`src/rtl/fifo_pkg.sv`:
```
// Shared definitions for the async-FIFO read-side stream logic: FSM encoding and width helper.
package fifo_pkg;

    typedef logic [1:0] state_t;

    localparam state_t ST_IDLE   = 2'd0;
    localparam state_t ST_ACTIVE = 2'd1;
    localparam state_t ST_DRAIN  = 2'd2;
    localparam state_t ST_FLUSH  = 2'd3;

    // Bits needed to index 0..value-1; never below 1 so degenerate sizes still give legal vectors.
    function automatic int clog2(input int value);
        int bits;
        bits = 0;
        while ((1 << bits) < value) begin
            bits++;
        end
        return (bits < 1) ? 1 : bits;
    endfunction

endpackage

```
`src/rtl/stream_prefetch_buf.sv`:
```
// Small circular prefetch buffer: head word readable combinationally, push and pop may share a cycle.
module stream_prefetch_buf
    import fifo_pkg::*;
#(
    parameter int DATA_WIDTH = 8,
    parameter int DEPTH      = 3,
    parameter int PTR_W      = clog2(DEPTH),
    parameter int CNT_W      = clog2(DEPTH + 1)
) (
    input  logic                  i_clk,
    input  logic                  i_rst,
    input  logic                  i_clr,
    input  logic                  i_push,
    input  logic [DATA_WIDTH-1:0] i_push_data,
    input  logic                  i_pop,
    output logic [DATA_WIDTH-1:0] o_head_data,
    output logic [CNT_W-1:0]      o_count
);

    logic [DATA_WIDTH-1:0] r_mem [DEPTH];
    logic [PTR_W-1:0]      r_head;
    logic [PTR_W-1:0]      r_tail;
    logic [CNT_W-1:0]      r_count;
    logic                  w_push;
    logic                  w_pop;

    function automatic logic [PTR_W-1:0] ptr_inc(input logic [PTR_W-1:0] p);
        return (p == PTR_W'(DEPTH - 1)) ? '0 : p + PTR_W'(1);
    endfunction

    // A full buffer still accepts a push when the head leaves in the same cycle.
    assign w_push = i_push && !i_clr && ((r_count != CNT_W'(DEPTH)) || i_pop);
    assign w_pop  = i_pop && !i_clr && (r_count != '0);

    always_ff @(posedge i_clk or posedge i_rst) begin
        if (i_rst) begin
            r_head  <= '0;
            r_tail  <= '0;
            r_count <= '0;
        end else if (i_clr) begin
            r_head  <= '0;
            r_tail  <= '0;
            r_count <= '0;
        end else begin
            if (w_push) begin
                r_tail <= ptr_inc(r_tail);
            end
            if (w_pop) begin
                r_head <= ptr_inc(r_head);
            end
            if (w_push && !w_pop) begin
                r_count <= r_count + CNT_W'(1);
            end else if (w_pop && !w_push) begin
                r_count <= r_count - CNT_W'(1);
            end
        end
    end

    always_ff @(posedge i_clk or posedge i_rst) begin
        if (i_rst) begin
            for (int i = 0; i < DEPTH; i++) begin
                r_mem[i] <= '0;
            end
        end else if (w_push) begin
            r_mem[r_tail] <= i_push_data;
        end
    end

    assign o_head_data = r_mem[r_head];
    assign o_count     = r_count;

endmodule

```
`src/rtl/fifo_stream_reader.sv`:
```
// Read-domain consumer for the async FIFO: pops words, absorbs the read latency in a prefetch
// buffer and re-presents them as a valid/ready stream framed every PKT_LEN words.
module fifo_stream_reader
    import fifo_pkg::*;
#(
    parameter int DATA_WIDTH = 8,
    parameter int BUF_DEPTH  = 3,
    parameter int PKT_LEN    = 16,
    parameter int CNT_WIDTH  = 16
) (
    input  logic                  rd_clk,
    input  logic                  rd_rst,
    input  logic                  enable,
    input  logic                  flush,
    input  logic                  fifo_empty,
    input  logic [DATA_WIDTH-1:0] fifo_data,
    output logic                  fifo_rd_en,
    output logic                  m_valid,
    input  logic                  m_ready,
    output logic [DATA_WIDTH-1:0] m_data,
    output logic                  m_last,
    output logic                  busy,
    output logic [CNT_WIDTH-1:0]  word_count
);

    localparam int OCC_W = clog2(BUF_DEPTH + 1);
    localparam int IDX_W = clog2(PKT_LEN);

    state_t               r_state;
    state_t               w_state_next;
    logic                 r_inflight;
    logic [IDX_W-1:0]     r_pkt_idx;
    logic [CNT_WIDTH-1:0] r_word_count;
    logic [OCC_W-1:0]     w_count;
    logic [OCC_W:0]       w_occupancy;
    logic                 w_accept;
    logic                 w_capture;
    logic                 w_xfer;

    // Read enable comes from registered state only: the FIFO's empty flag depends on it combinationally.
    assign w_occupancy = {1'b0, w_count} + (OCC_W + 1)'(r_inflight);
    assign fifo_rd_en  = (r_state == ST_ACTIVE) && (w_occupancy < (OCC_W + 1)'(BUF_DEPTH));
    assign w_accept    = fifo_rd_en && !fifo_empty;

    // A word landing while a flush is requested or in progress belongs to the discarded stream.
    assign w_capture   = r_inflight && !flush && (r_state != ST_FLUSH);

    assign m_valid    = (w_count != '0);
    assign w_xfer     = m_valid && m_ready;
    assign m_last     = m_valid && (r_pkt_idx == IDX_W'(PKT_LEN - 1));
    assign busy       = (r_state != ST_IDLE);
    assign word_count = r_word_count;

    stream_prefetch_buf #(
        .DATA_WIDTH (DATA_WIDTH),
        .DEPTH      (BUF_DEPTH)
    ) u_prefetch (
        .i_clk       (rd_clk),
        .i_rst       (rd_rst),
        .i_clr       (flush),
        .i_push      (w_capture),
        .i_push_data (fifo_data),
        .i_pop       (w_xfer),
        .o_head_data (m_data),
        .o_count     (w_count)
    );

    always_comb begin
        w_state_next = r_state;
        if (flush) begin
            w_state_next = ST_FLUSH;
        end else begin
            case (r_state)
                ST_IDLE: begin
                    if (enable) w_state_next = ST_ACTIVE;
                end
                ST_ACTIVE: begin
                    if (!enable) w_state_next = ST_DRAIN;
                end
                ST_DRAIN: begin
                    if (enable) begin
                        w_state_next = ST_ACTIVE;
                    end else if ((w_count == '0) && !r_inflight) begin
                        w_state_next = ST_IDLE;
                    end
                end
                ST_FLUSH: begin
                    if (!r_inflight) w_state_next = enable ? ST_ACTIVE : ST_IDLE;
                end
                default: w_state_next = ST_IDLE;
            endcase
        end
    end

    always_ff @(posedge rd_clk or posedge rd_rst) begin
        if (rd_rst) begin
            r_state      <= ST_IDLE;
            r_inflight   <= 1'b0;
            r_pkt_idx    <= '0;
            r_word_count <= '0;
        end else begin
            r_state    <= w_state_next;
            r_inflight <= w_accept;
            if (w_xfer) begin
                r_word_count <= r_word_count + CNT_WIDTH'(1);
            end
            if (flush) begin
                r_pkt_idx <= '0;
            end else if (w_xfer) begin
                r_pkt_idx <= (r_pkt_idx == IDX_W'(PKT_LEN - 1)) ? '0 : r_pkt_idx + IDX_W'(1);
            end
        end
    end

endmodule

```
`config.mk`:
```
export PLATFORM = sky130hd
export DESIGN_NAME = fifo_stream_reader
export DESIGN_NICKNAME = d
export VERILOG_FILES = /design/src/rtl/fifo_pkg.sv /design/src/rtl/stream_prefetch_buf.sv /design/src/rtl/fifo_stream_reader.sv
export SDC_FILE = /design/constraint.sdc
export NUM_CORES = 1
export LEC_CHECK = 0
export BUFFER_PORTS_ARGS = -buffer_cell sky130_fd_sc_hd__buf_4
export CAP_MARGIN = 25
export CORE_MARGIN = 2
export CORE_UTILIZATION = 35
export DETAILED_ROUTE_END_ITERATION = 8
export GPL_TIMING_DRIVEN = 0
export PLACE_DENSITY_LB_ADDON = 0.05
export SLEW_MARGIN = 20
export SYNTH_ARGS = -nofsm -noshare
export SYNTH_HDL_FRONTEND = slang
export SYNTH_SLANG_ARGS = --single-unit
```
`constraint.sdc`:
```
create_clock -name rd_clk -period 2.6 [get_ports rd_clk]
set_input_delay 0.52 -clock rd_clk [delete_from_list [all_inputs] [get_ports rd_clk]]
set_output_delay 0.52 -clock rd_clk [all_outputs]
set_load 0.01 [all_outputs]
```
# Yosys cells after proc, flatten, opt, wreduce, memory -nomap -nowiden
# Index checks and enable logic that the tools add are counted.
[totals] output_inout_bits=28 regBits=53 input_bits=14 wordCells=90
[classes] reduce_logical=29 mux=26 addsub=7 n_eq_ne=12 order_cmp=4 bitwise_logic=2
[ops] operator="$mux W2" n=15
[ops] operator="$bwmux W24" n=1
[ops] operator="$mux W8" n=3
[ops] operator="$add A16 B1 Y16 const B" n=1
[ops] operator="$bmux W8 S2" n=1
[ops] operator="$demux W8 S2" n=1
[ops] operator="$logic_and A1 B1 Y1" n=14
[ops] operator="$mux W4" n=3
[ops] operator="$reduce_bool A2 Y1" n=5
[ops] operator="$ne A3 B3 Y1 const B" n=3
[ops] operator="$eq A2 B2 Y1 const B" n=4
[ops] operator="$pmux W2 S4" n=1
[ops] operator="$add A2 B1 Y2 const B" n=3
[ops] operator="$ge A3 B3 Y1 const B" n=2
[ops] operator="$not A2 Y3" n=2
[ops] operator="$logic_not A1 Y1" n=5
[ops] operator="$add A4 B1 Y4 const B" n=1
[ops] operator="$eq A4 B4 Y1 const B" n=1
[ops] operator="$logic_not A2 Y1" n=2
[ops] operator="$ne A2 B2 Y1 const B" n=2
[ops] operator="$ne A4 B4 Y1 const B" n=1
[ops] operator="$reduce_and A4 Y1" n=1
[ops] operator="$add A2 B1 Y3" n=1
[ops] operator="$lt A3 B1 Y1 const B" n=1
[ops] operator="other kinds (6)" n=6

# Longest topological paths before layout
# Gate-level depths: netlist of the first run.
[logic_depth] word_depth=10 mapped_depth=6 mapped_depth_nobuf=4

# Hierarchy
# Synthesis of the first run repeated with hierarchy kept, for this count alone.
[unflattened] cells_unflattened=214 hier_area_um2=2504.9
[modules_own_cells] mod="stream_prefetch_buf" cells_each=111 seq_area_each_um2=750.7 area_per_inst_um2=1418.9 instances=1
[modules_own_cells] mod="fifo_stream_reader" cells_each=103 seq_area_each_um2=575.6 area_per_inst_um2=1086.0 instances=1

# Worst setup path before layout of the first run
# OpenSTA, ideal clock, no wires.
[synth_timing] path_type="reg-to-output" from="register r_inflight" to="output port fifo_rd_en" arrival_time_ns=1.618 stages_incl_launch_ff=4 required_ns=2.080 path_buffers=0 slack_ns=0.462 cell_sequence="dfrtp_1 ha_1 ha_1 a2111oi_0"
[synth_between] elab_chain_cells=3
[synth_lines] item="start: declaration" line_no="fifo_stream_reader.sv:31" source="logic r_inflight;"
[synth_lines] item="start signal: assignment" line_no="fifo_stream_reader.sv:103" source="r_inflight <= w_accept;"
[synth_lines] item="$add A2 B1 Y3" line_no="fifo_stream_reader.sv:41" source="assign w_occupancy = {1'b0, w_count} + (OCC_W + 1)'(r_inflight);"
[synth_lines] item="$lt A3 B2 Y1" line_no="fifo_stream_reader.sv:42" source="assign fifo_rd_en = (r_state == ST_ACTIVE) && (w_occupancy < (OCC_W + 1)'(BUF_DEPTH));"
[synth_lines] item="$logic_and A1 B1 Y1" line_no="fifo_stream_reader.sv:42"
[synth_lines] item="end: declaration" line_no="fifo_stream_reader.sv:17" source="output logic fifo_rd_en,"
# Every way passes these cells.

# Worst setup path after layout of the first run
# Ends and elaborated chain as after synthesis.

==> results of run 1 <==
## cell families (layout without fill, tap and decap cells)
group                      Yosys count  in the layout
muxes                               32             32
AOI/OAI and AO/OA                   29             29
buffers and inverters               14             63
and+or+nand+nor                     68             68
xor gates and xnor gates            18             18
adders and majority gates            4              4
DFF                                 53             53
## cell usage in the layout (no fill, tap or decap), drive strengths merged, types with 2 or more instances in the layout
| cell type | count |
|---|---|
| nand3 | 6 |
| nor3 | 3 |
| nor2b | 3 |
| dfrtp | 53 |
| or3b | 2 |
| and4 | 2 |
| and2 | 2 |
| buf | 44 |
| a21oi | 9 |
| mux2i | 8 |
| xor2 | 3 |
| inv | 4 |
| ha | 4 |
| nor2 | 9 |
| or3 | 2 |
| nand4 | 6 |
| o21ai | 14 |
| mux2 | 24 |
| nand2 | 28 |
| xnor2 | 15 |
| clkbuf | 13 |
## routing by layer
| layer | up-vias | global-route usage, % | part of all wire, % |
|---|---|---|---|
| li1 | 850 | - | - |
| met1 | 811 | 18.79 | 50 |
| met2 | 34 | 21.98 | 46 |
| met3 | 2 | 2.799 | 3.6 |
| met4 | 0 | 3.306 | 0.57 |
| met5 | - | 0 | 0 |
## cell type report
type / count / area [µm²] / area share [%]
Sequential cell: 53 / 1326 / 43.18
Tap cell: 96 / 120.1 / 3.910
Inverter: 4 / 17.52 / 0.5703
Buffer: 10 / 48.80 / 1.589
Multi-Input combinational cell: 151 / 1131 / 36.82
Clock inverter: 2 / 37.54 / 1.222
Clock buffer: 6 / 82.58 / 2.688
Timing Repair Buffer: 41 / 307.8 / 10.02
## report_power, final
| part | internal (µW) | switching [µW] | total (µW) |
|---|---|---|---|
| Sequential | 891 | 49.7 | 940 |
| Combinational | 168 | 133 | 301 |
| Clock | 313 | 271 | 584 |
## stage by stage
| step | instances | setup WS, ns | cell area, µm² |
|---|---|---|---|
| floorplan | 218 | 0.4621 | 2515 |
| finish | 363 | 0.2275 | 3072 |
| CTS | 363 | 0.05320 | 3065 |
| global placement | 355 | -0.04881 | 2943 |
| detailed placement | 355 | 0.2808 | 2945 |
| global route | 363 | 0.1032 | 3072 |
## state kept, by name (all words and copies together), names as in the netlist
name                cells
r_inflight              1
word_count             16
u_prefetch.r_tail       2
r_state                 2
u_prefetch.r_mem       24
u_prefetch.o_count      2
r_pkt_idx               4
u_prefetch.r_head       2
## what timing repair did
| action | CTS | global route |
|---|---|---|
| resized for setup | 0 | 2 |
| setup endpoints to repair | 0 | 1 |
| hold endpoints to repair | 0 | 0 |
| hold buffers | 0 | 0 |
## worst max-delay path by stage
stage | startpoint | endpoint | slack [ns] | cells past startpoint
floorplan | r_inflight | fifo_rd_en | 0.46 | 3
global route | r_inflight | fifo_rd_en | 0.10 | 4
finish | r_inflight | fifo_rd_en | 0.23 | 4
global placement | rd_rst | u_prefetch.r_mem[19] | -0.05 | 2
detailed placement | flush | u_prefetch.r_mem[22] | 0.28 | 5
CTS | r_inflight | fifo_rd_en | 0.05 | 4
## worst max-delay path, delay by kind of cell, from the launching register on
kind                       cells  cell delay, ns
adders and majority gates      2            0.52
DFF                            1            0.45
AOI/OAI and AO/OA              1            0.40
buffers and inverters          1            0.19
==> reports/qor.csv, run 1 <==
metric,value,unit
cp_cell_sequence,"ha_1, ha_1, a2111oi_2, buf_4",
yosys.area.top_type,dfrtp_1,
crit_top_cell,ha_1,
synth_ff_type,dfrtp_1,
final_util,44.72,%
synthSimpleGateAreaFrac,13.43,%
syn_area,2515,µm²
rsz0062_at_grt,no,
grt_start_max_net_pins,54,
finalMaxSlewViolations,0,
fp-row-count,30,
vias,1697,
die_h,88.77,µm
die_x,88.77,µm
drt-total-wl,4946,µm
num-fill-cells,676,
setup_viol,0,
worst_slew_pin_slew,0.7789,ns
power.leakage,0.001446,µW
cts_sinks,53,
cp_slowest_stage_delay,0.45,ns
dr.first_iter.drc_count,61,
n_antenna_cell,0,
io_pins,42,
synthAdderAreaFrac,1.990,%
ys_seq_area_share,52.74,%
max-vdd-ir-drop,0.2658,mV
gp_congestion,0.6910,
synth-compound-area-share,6.716,%
synth_edf_count,0,
power_density,594.3,nW/µm²
end_kind,primary output,
cp_max_fo,5,
synth_cell_types,38,
synthMuxAreaShare,16.32,%
synth_nets,236,
async_reset_ff_share,100.0,%
post-route-period-util,91.25,%
ff2ff_path_depth,4,
max_cap_violations,0,
cts.path.max_buffers,2,
skew,0.007791,ns
synth_top_family_by_area,multiplexers,
period_needed,2.373,ns
hp-class,in2async,
dieArea,7879,µm²
firstDrtPassIters,4,
yosysTopAreaCellShare,52.74,%
root_buffer,clkbuf_8,
startpoint_type,flip-flop,
rr_endpoint,u_prefetch.r_mem[22],
r2r_start,r_state[1],
clk_latency,0.30,ns
path_clk_slew,0.10,ns
area_growth,22.14,%
synth.avg_cell_area,11.54,µm²
grt_pass1_wl,8238,µm
synthCells,218,
cts-htree-levels,2,
yosysMostFrequentCell,dfrtp_1,
ys_seq_elements,53,
portBuffers,41,
hold_viol,0,
fin_tns_setup,0,ns
yosys_warnings,0,
synth_common_cells,"dfrtp_1 (53), nand2_1 (28), mux2_4 (16)",
fin_hold_ws,0.3271,ns
post_drt_wl_per_cell,13.63,µm
crit_type,reg2out,
maxSlewHeadroom,48.08,%
max_freq,421.5,MHz
critPathArrivalTime,1.85,ns
status,"finished, final reports clean",
cts_setup_buffers,0,
grtUsageTotal,13.61,%
grt_pass1_vias,1695,
final_nets,284,
power,1826,µW
cts_tree,built,
drc_errors,0,
cp.required,2.08,ns
numCtsBuffers,5,
synth_xor_area_share,6.269,%
dp_hpwl,3317,µm
core,6869,µm²
initial_core_util,36.61,%
via_per_inst,4.675,
drive_gt1_share,29.96,%
antenna_left,0,
overflow,0,
synth.area.top_cells,"dfrtp_1 (53%), mux2_4 (9.6%), xnor2_1 (5.2%)",
antenna_found_initial,0,
critPathSlowestCell,dfrtp_1,
r2r_slack,0.45,ns
Note: power is estimated with default switching activity, not from simulation.
==> run 2: changes to the inputs <==
- clock period: 2.6 -> 2.15 ns (I/O delays scaled with it)
==> run 2 against run 1 <==
Against the previous run: clock power grew 21%; first-iteration DRC count grew 8.2%; register-to-register slack lost 0.39 ns; combinational power grew 23%; routed wire length grew 0.30%; design area grew 1.3%; critical path type is now reg2reg; largest cell class unchanged.
==> reports/qor.csv, run 2 (same netlist as run 1, synthesis figures left out) <==
metric,value,unit,change
grt_start_max_net_pins,54,,unchanged
fp-row-count,30,,unchanged
root_buffer,clkbuf_8,,
dpl_worst_slack,-0.07917,ns,-0.3600 ns
clk_latency,0.30,ns,about the same
crit_type,reg2reg,,
cp-startpoint,u_prefetch.o_count[1],,
vias,1701,,+0.24%
initial_core_util,36.61,%,unchanged
layoutNonFillerInstCount,364,,+0.28%
power,2213,µW,+21%
critPathArrivalTime,2.27,ns,+0.42 ns
drt-total-wl,4961,µm,+0.30%
gp_congestion,0.6910,,unchanged
fin_tns_setup,0,ns,unchanged
power_density,711.5,nW/µm²,+20%
worst_slew_pin_slew,0.6661,ns,-0.1128 ns
overflow,0,,unchanged
dr.first_iter.drc_count,66,,+8.2%
drive_gt1_share,31.34,%,+1.4 points
grt_pass1_vias,1719,,+1.4%
numCtsBuffers,5,,unchanged
rsz0062_at_grt,yes,,
cts.path.max_buffers,2,,unchanged
final_cell_mix,"dfrtp_1 (53), buf_4 (43), nand2_1 (28), mux2_4 (16), xnor2_1 (15)",,
portBuffers,41,,unchanged
die_x,88.77,µm,unchanged
post_drt_wl_per_cell,13.63,µm,about the same
final_nets,285,,+0.35%
n_antenna_cell,0,,unchanged
grt_pass1_wl,8314,µm,+0.92%
dieArea,7879,µm²,unchanged
power.leakage,0.001458,µW,+0.83%
grtUsageTotal,13.71,%,+0.097 points
status,"finished, final reports clean",,
end_kind,flip-flop,,
hp-class,in2async,,
max_freq,478.8,MHz,
firstDrtPassIters,4,,unchanged
period_needed,2.089,ns,
max_cap_violations,0,,unchanged
hold_viol,0,,unchanged
cp.required,2.34,ns,+0.26 ns
final_common_cell,dfrtp_1,,
cts-htree-levels,2,,unchanged
maxSlewHeadroom,55.59,%,+7.5 points
fin_hold_ws,0.2365,ns,-0.09070 ns
core,6869,µm²,unchanged
max-vdd-ir-drop,0.3209,mV,+21%
io_pins,42,,unchanged
registers.top_by_ff_count,u_prefetch.r_mem,,
cp_max_fo,9,,+4
via_per_inst,4.673,,about the same
startpoint_type,flip-flop,,
largest_reg_flops,24,,unchanged
setup_viol,0,,unchanged
antenna_left,0,,unchanged
die_h,88.77,µm,unchanged
r2r_start,u_prefetch.o_count[1],,
cts_tree,built,,
path_clk_slew,0.10,ns,about the same
antenna_found_initial,0,,unchanged
skew,0.007794,ns,+0.000003200 ns
dp_hpwl,3317,µm,unchanged
area_growth,23.68,%,
fin_ws,0.06145,ns,-0.1660 ns
dp_cells,355,,unchanged
drc_errors,0,,unchanged
cts_sinks,53,,unchanged
post-route-period-util,97.14,%,
finalMaxSlewViolations,0,,unchanged
run 2: changes by cell type in the layout (fill, tap and decap cells not counted), sizes merged:
cell / previous run / this run
buf: 44 / 45
run 2: final timing paths:
path / cells past startpoint / slack (ns) / to
hold reg to reg: 1 / 0.48 / word_count[15]
max in group asynchronous: 2 / 1.48 / u_prefetch.r_mem[13]
setup / recovery: 5 / 0.06 / u_prefetch.r_mem[4]
min in group rd_clk: 2 / 0.26 / r_inflight
setup reg to reg: 5 / 0.06 / u_prefetch.r_mem[4]
hold / removal: 2 / 0.24 / u_prefetch.r_mem[7]
run 2: through the flow:
| stage | cell area, µm² | util (%) |
|---|---|---|
| after CTS | 3080 | 44.85 |
| after detailed placement | 2945 | 42.88 |
| final | 3110 | 45.28 |
| after global routing | 3110 | 45.28 |
| after global placement | 2943 | 42.84 |
| after floorplan | 2515 | - |
run 2: worst max-delay path: stages, from the launching register on:
cell	delay (ns)
dfrtp_1	0.42
clkbuf_1	0.22
a311o_1	0.45
or3b_1	0.41
buf_6	0.17
mux2_4	0.30
run 2: per-layer routing:
metal	global-route usage (%)	wire [µm]
met1	18.97	2463
met2	22.12	2290
met3	2.799	181
met4	3.306	25
met5	0	0
run 2: cell type report:
cell class	instances	area [µm²]
plain buffers	10	50.05
clock buffers	6	82.58
clock inverters	2	37.54
fillers	673	3759
inverters	4	17.52
multi-input cells	151	1161
flip-flops and latches	53	1326
well taps	96	120.1
repair buffers	42	315.3
run 2: timing repair:
action / CTS / global route
setup endpoints to repair: 9 / 5
pin swaps: 0 / 1
hold buffers: 0 / 0
resized for setup: 3 / 3
setup buffers: 1 / 0
run 2: power breakdown:
| group | internal (µW) | total, µW | switching (µW) |
|---|---|---|---|
| Combinational | 206 | 370 | 163 |
| Sequential | 1080 | 1140 | 59.2 |
| Clock | 379 | 707 | 328 |
==> run 3: changes to the inputs <==
- RECOVER_POWER: default -> 25
==> run 3 against run 2 <==
Against the previous run: sequential cell count unchanged; hold slack improved by 0.025 ns; non-clock buffer count unchanged; count of clock-buffer cells in the layout unchanged; setup slack unchanged; register-to-register slack about the same; cell count unchanged; power about the same; critical path type unchanged; largest cell class unchanged.
==> reports/qor.csv, run 3 (same netlist as run 1, synthesis figures left out) <==
metric,value,unit,change
use_met3,2.799,%,unchanged
fin_tns_setup,0,ns,unchanged
power,2212,µW,about the same
finalMaxSlewViolations,0,,unchanged
grt_pass1_vias,1719,,unchanged
status,"finished, final reports clean",,
clk_latency,0.30,ns,about the same
dieArea,7879,µm²,unchanged
vias,1701,,unchanged
crit_type,reg2reg,,
busiest_layer,met2,,
n_antenna_cell,0,,unchanged
grt_start_max_net_pins,54,,unchanged
hold_path_end,r_inflight,,
swShare,24.88,%,about the same
rr_endpoint,u_prefetch.r_mem[4],,
use_met2,22.12,%,unchanged
maxSlewHeadroom,24.30,%,-31 points
cp_cell_sequence,"clkbuf_1, a311o_1, or3b_1, buf_6, mux2_4",,
multi_input_area,1161,µm²,unchanged
ff2ff_path_depth,5,,unchanged
core,6869,µm²,unchanged
cp_slowest_stage_delay,0.45,ns,about the same
r2r_slack,0.06,ns,about the same
switchingPower,550.5,µW,about the same
path_clk_slew,0.10,ns,about the same
numCtsBuffers,5,,unchanged
io_pins,42,,unchanged
final_common_cell,dfrtp_1,,
firstDrtPassIters,4,,unchanged
critPathArrivalTime,2.27,ns,about the same
startpoint_type,flip-flop,,
power.leakage,0.001458,µW,about the same
die_x,88.77,µm,unchanged
dr.first_iter.drc_count,66,,unchanged
registers.top_by_ff_count,u_prefetch.r_mem,,
max_freq,478.8,MHz,unchanged
final_cell_mix,"dfrtp_1 (53), buf_4 (42), nand2_1 (28), mux2_4 (16), xnor2_1 (15)",,
hold_viol,0,,unchanged
final_nets,285,,unchanged
power_density,711.8,nW/µm²,about the same
fp-row-count,30,,unchanged
fin_ws,0.06145,ns,unchanged
antenna_left,0,,unchanged
grtUsageTotal,13.71,%,unchanged
cts.path.max_buffers,2,,unchanged
max_cap_violations,0,,unchanged
portBuffers,41,,unchanged
post-route-period-util,97.14,%,unchanged
cts_sinks,53,,unchanged
critPathTopFamily,compound AO/OA/AOI/OAI gates,,
power.internal,1662,µW,about the same
dp_hpwl,3317,µm,unchanged
area_growth,23.58,%,about the same
end_kind,flip-flop,,
antenna_found_initial,0,,unchanged
worstSetupPathDepth,5,,unchanged
root_buffer,clkbuf_8,,
overflow,0,,unchanged
period_needed,2.089,ns,unchanged
final_util,45.25,%,about the same
cp_max_fo,9,,unchanged
pwr-share-seq,51.4,%,about the same
setup_viol,0,,unchanged
worst_slew_pin_slew,1.134,ns,+0.4677 ns
post_drt_wl_per_cell,13.63,µm,about the same
grt_pass1_wl,8314,µm,unchanged
dpl_worst_slack,-0.07917,ns,unchanged
skew,0.007794,ns,+0.00000008000 ns
largest_reg_flops,24,,unchanged
gr-usage-met1,18.97,%,unchanged
combPwrFrac,16.7,%,about the same
hp-class,in2reg,,
critPathSlowestCell,a311o_1,,
num-fill-cells,673,,unchanged
min_from,fifo_empty,,
cts-htree-levels,2,,unchanged
die_h,88.77,µm,unchanged
drive_gt1_share,31.34,%,unchanged
cp.required,2.34,ns,about the same
drt-total-wl,4963,µm,about the same
gp_congestion,0.6910,,unchanged
rsz0062_at_grt,yes,,
via_per_inst,4.673,,unchanged
cts_tree,built,,
regArea,1326,µm²,unchanged
initial_core_util,36.61,%,unchanged
max-vdd-ir-drop,0.3209,mV,about the same
drc_errors,0,,unchanged
r2r_start,u_prefetch.o_count[1],,
clockPowerShare,32.0,%,about the same
cp_num_buf_inv,2,,unchanged
ctsHoldBuffers,0,,unchanged
hold_depth,2,,
[run 3: routing by layer]
layer | up-vias | share of wire, %
li1 | 851 | -
met1 | 814 | 50
met2 | 34 | 46
met3 | 2 | 3.6
met4 | 0 | 0.50
met5 | - | 0
[run 3: worst max-delay path by stage]
stage	from	endpoint	slack (ns)
2_1_floorplan	r_inflight	fifo_rd_en	0.10
3_3_place_gp	rd_rst	u_prefetch.r_mem[19]	-0.41
3_5_place_dp	flush	u_prefetch.r_mem[22]	-0.08
4_1_cts	r_inflight	fifo_rd_en	-0.09
5_1_grt	u_prefetch.o_count[1]	u_prefetch.r_mem[4]	-0.009
6_report	u_prefetch.o_count[1]	u_prefetch.r_mem[4]	0.06
[run 3: what timing repair did]
action / in CTS / in global routing
gates resized for setup: 3 / 3
endpoints found under the setup margin: 9 / 5
buffers inserted: 1 / 0
pin swaps: 0 / 1
[run 3: final cells by class]
cell class,count,share of cell area (%)
multi-input combinational,151,37.36
tap,96,3.865
timing repair buffer,42,10.14
buffer,10,1.610
inverter,4,0.4831
sequential,53,42.67
clock inverter,2,1.208
clock buffer,6,2.657
[run 3: power groups by stage]
| stage | Clock (µW) | Combinational [µW] | Sequential [µW] |
|---|---|---|---|
| 6_report | 707 | 369 | 1140 |
| 5_1_grt | 779 | 406 | 1150 |
| 4_1_cts | 746 | 376 | 1140 |
| 3_5_place_dp | 0 | 370 | 1160 |
| 3_3_place_gp | 0 | 366 | 1160 |
| 2_1_floorplan | 0 | 199 | 1150 |
[run 3: stage by stage]
| stage | cell area (µm²) | hold slack [ns] | std cells |
|---|---|---|---|
| after floorplan | 2515 | 0.4787 | 218 |
| after global placement | 2943 | 0.4658 | 355 |
| after detailed placement | 2945 | 0.4687 | 355 |
| after CTS | 3080 | 0.2462 | 364 |
| after global routing | 3108 | 0.2568 | 364 |
| final | 3108 | 0.2615 | 364 |
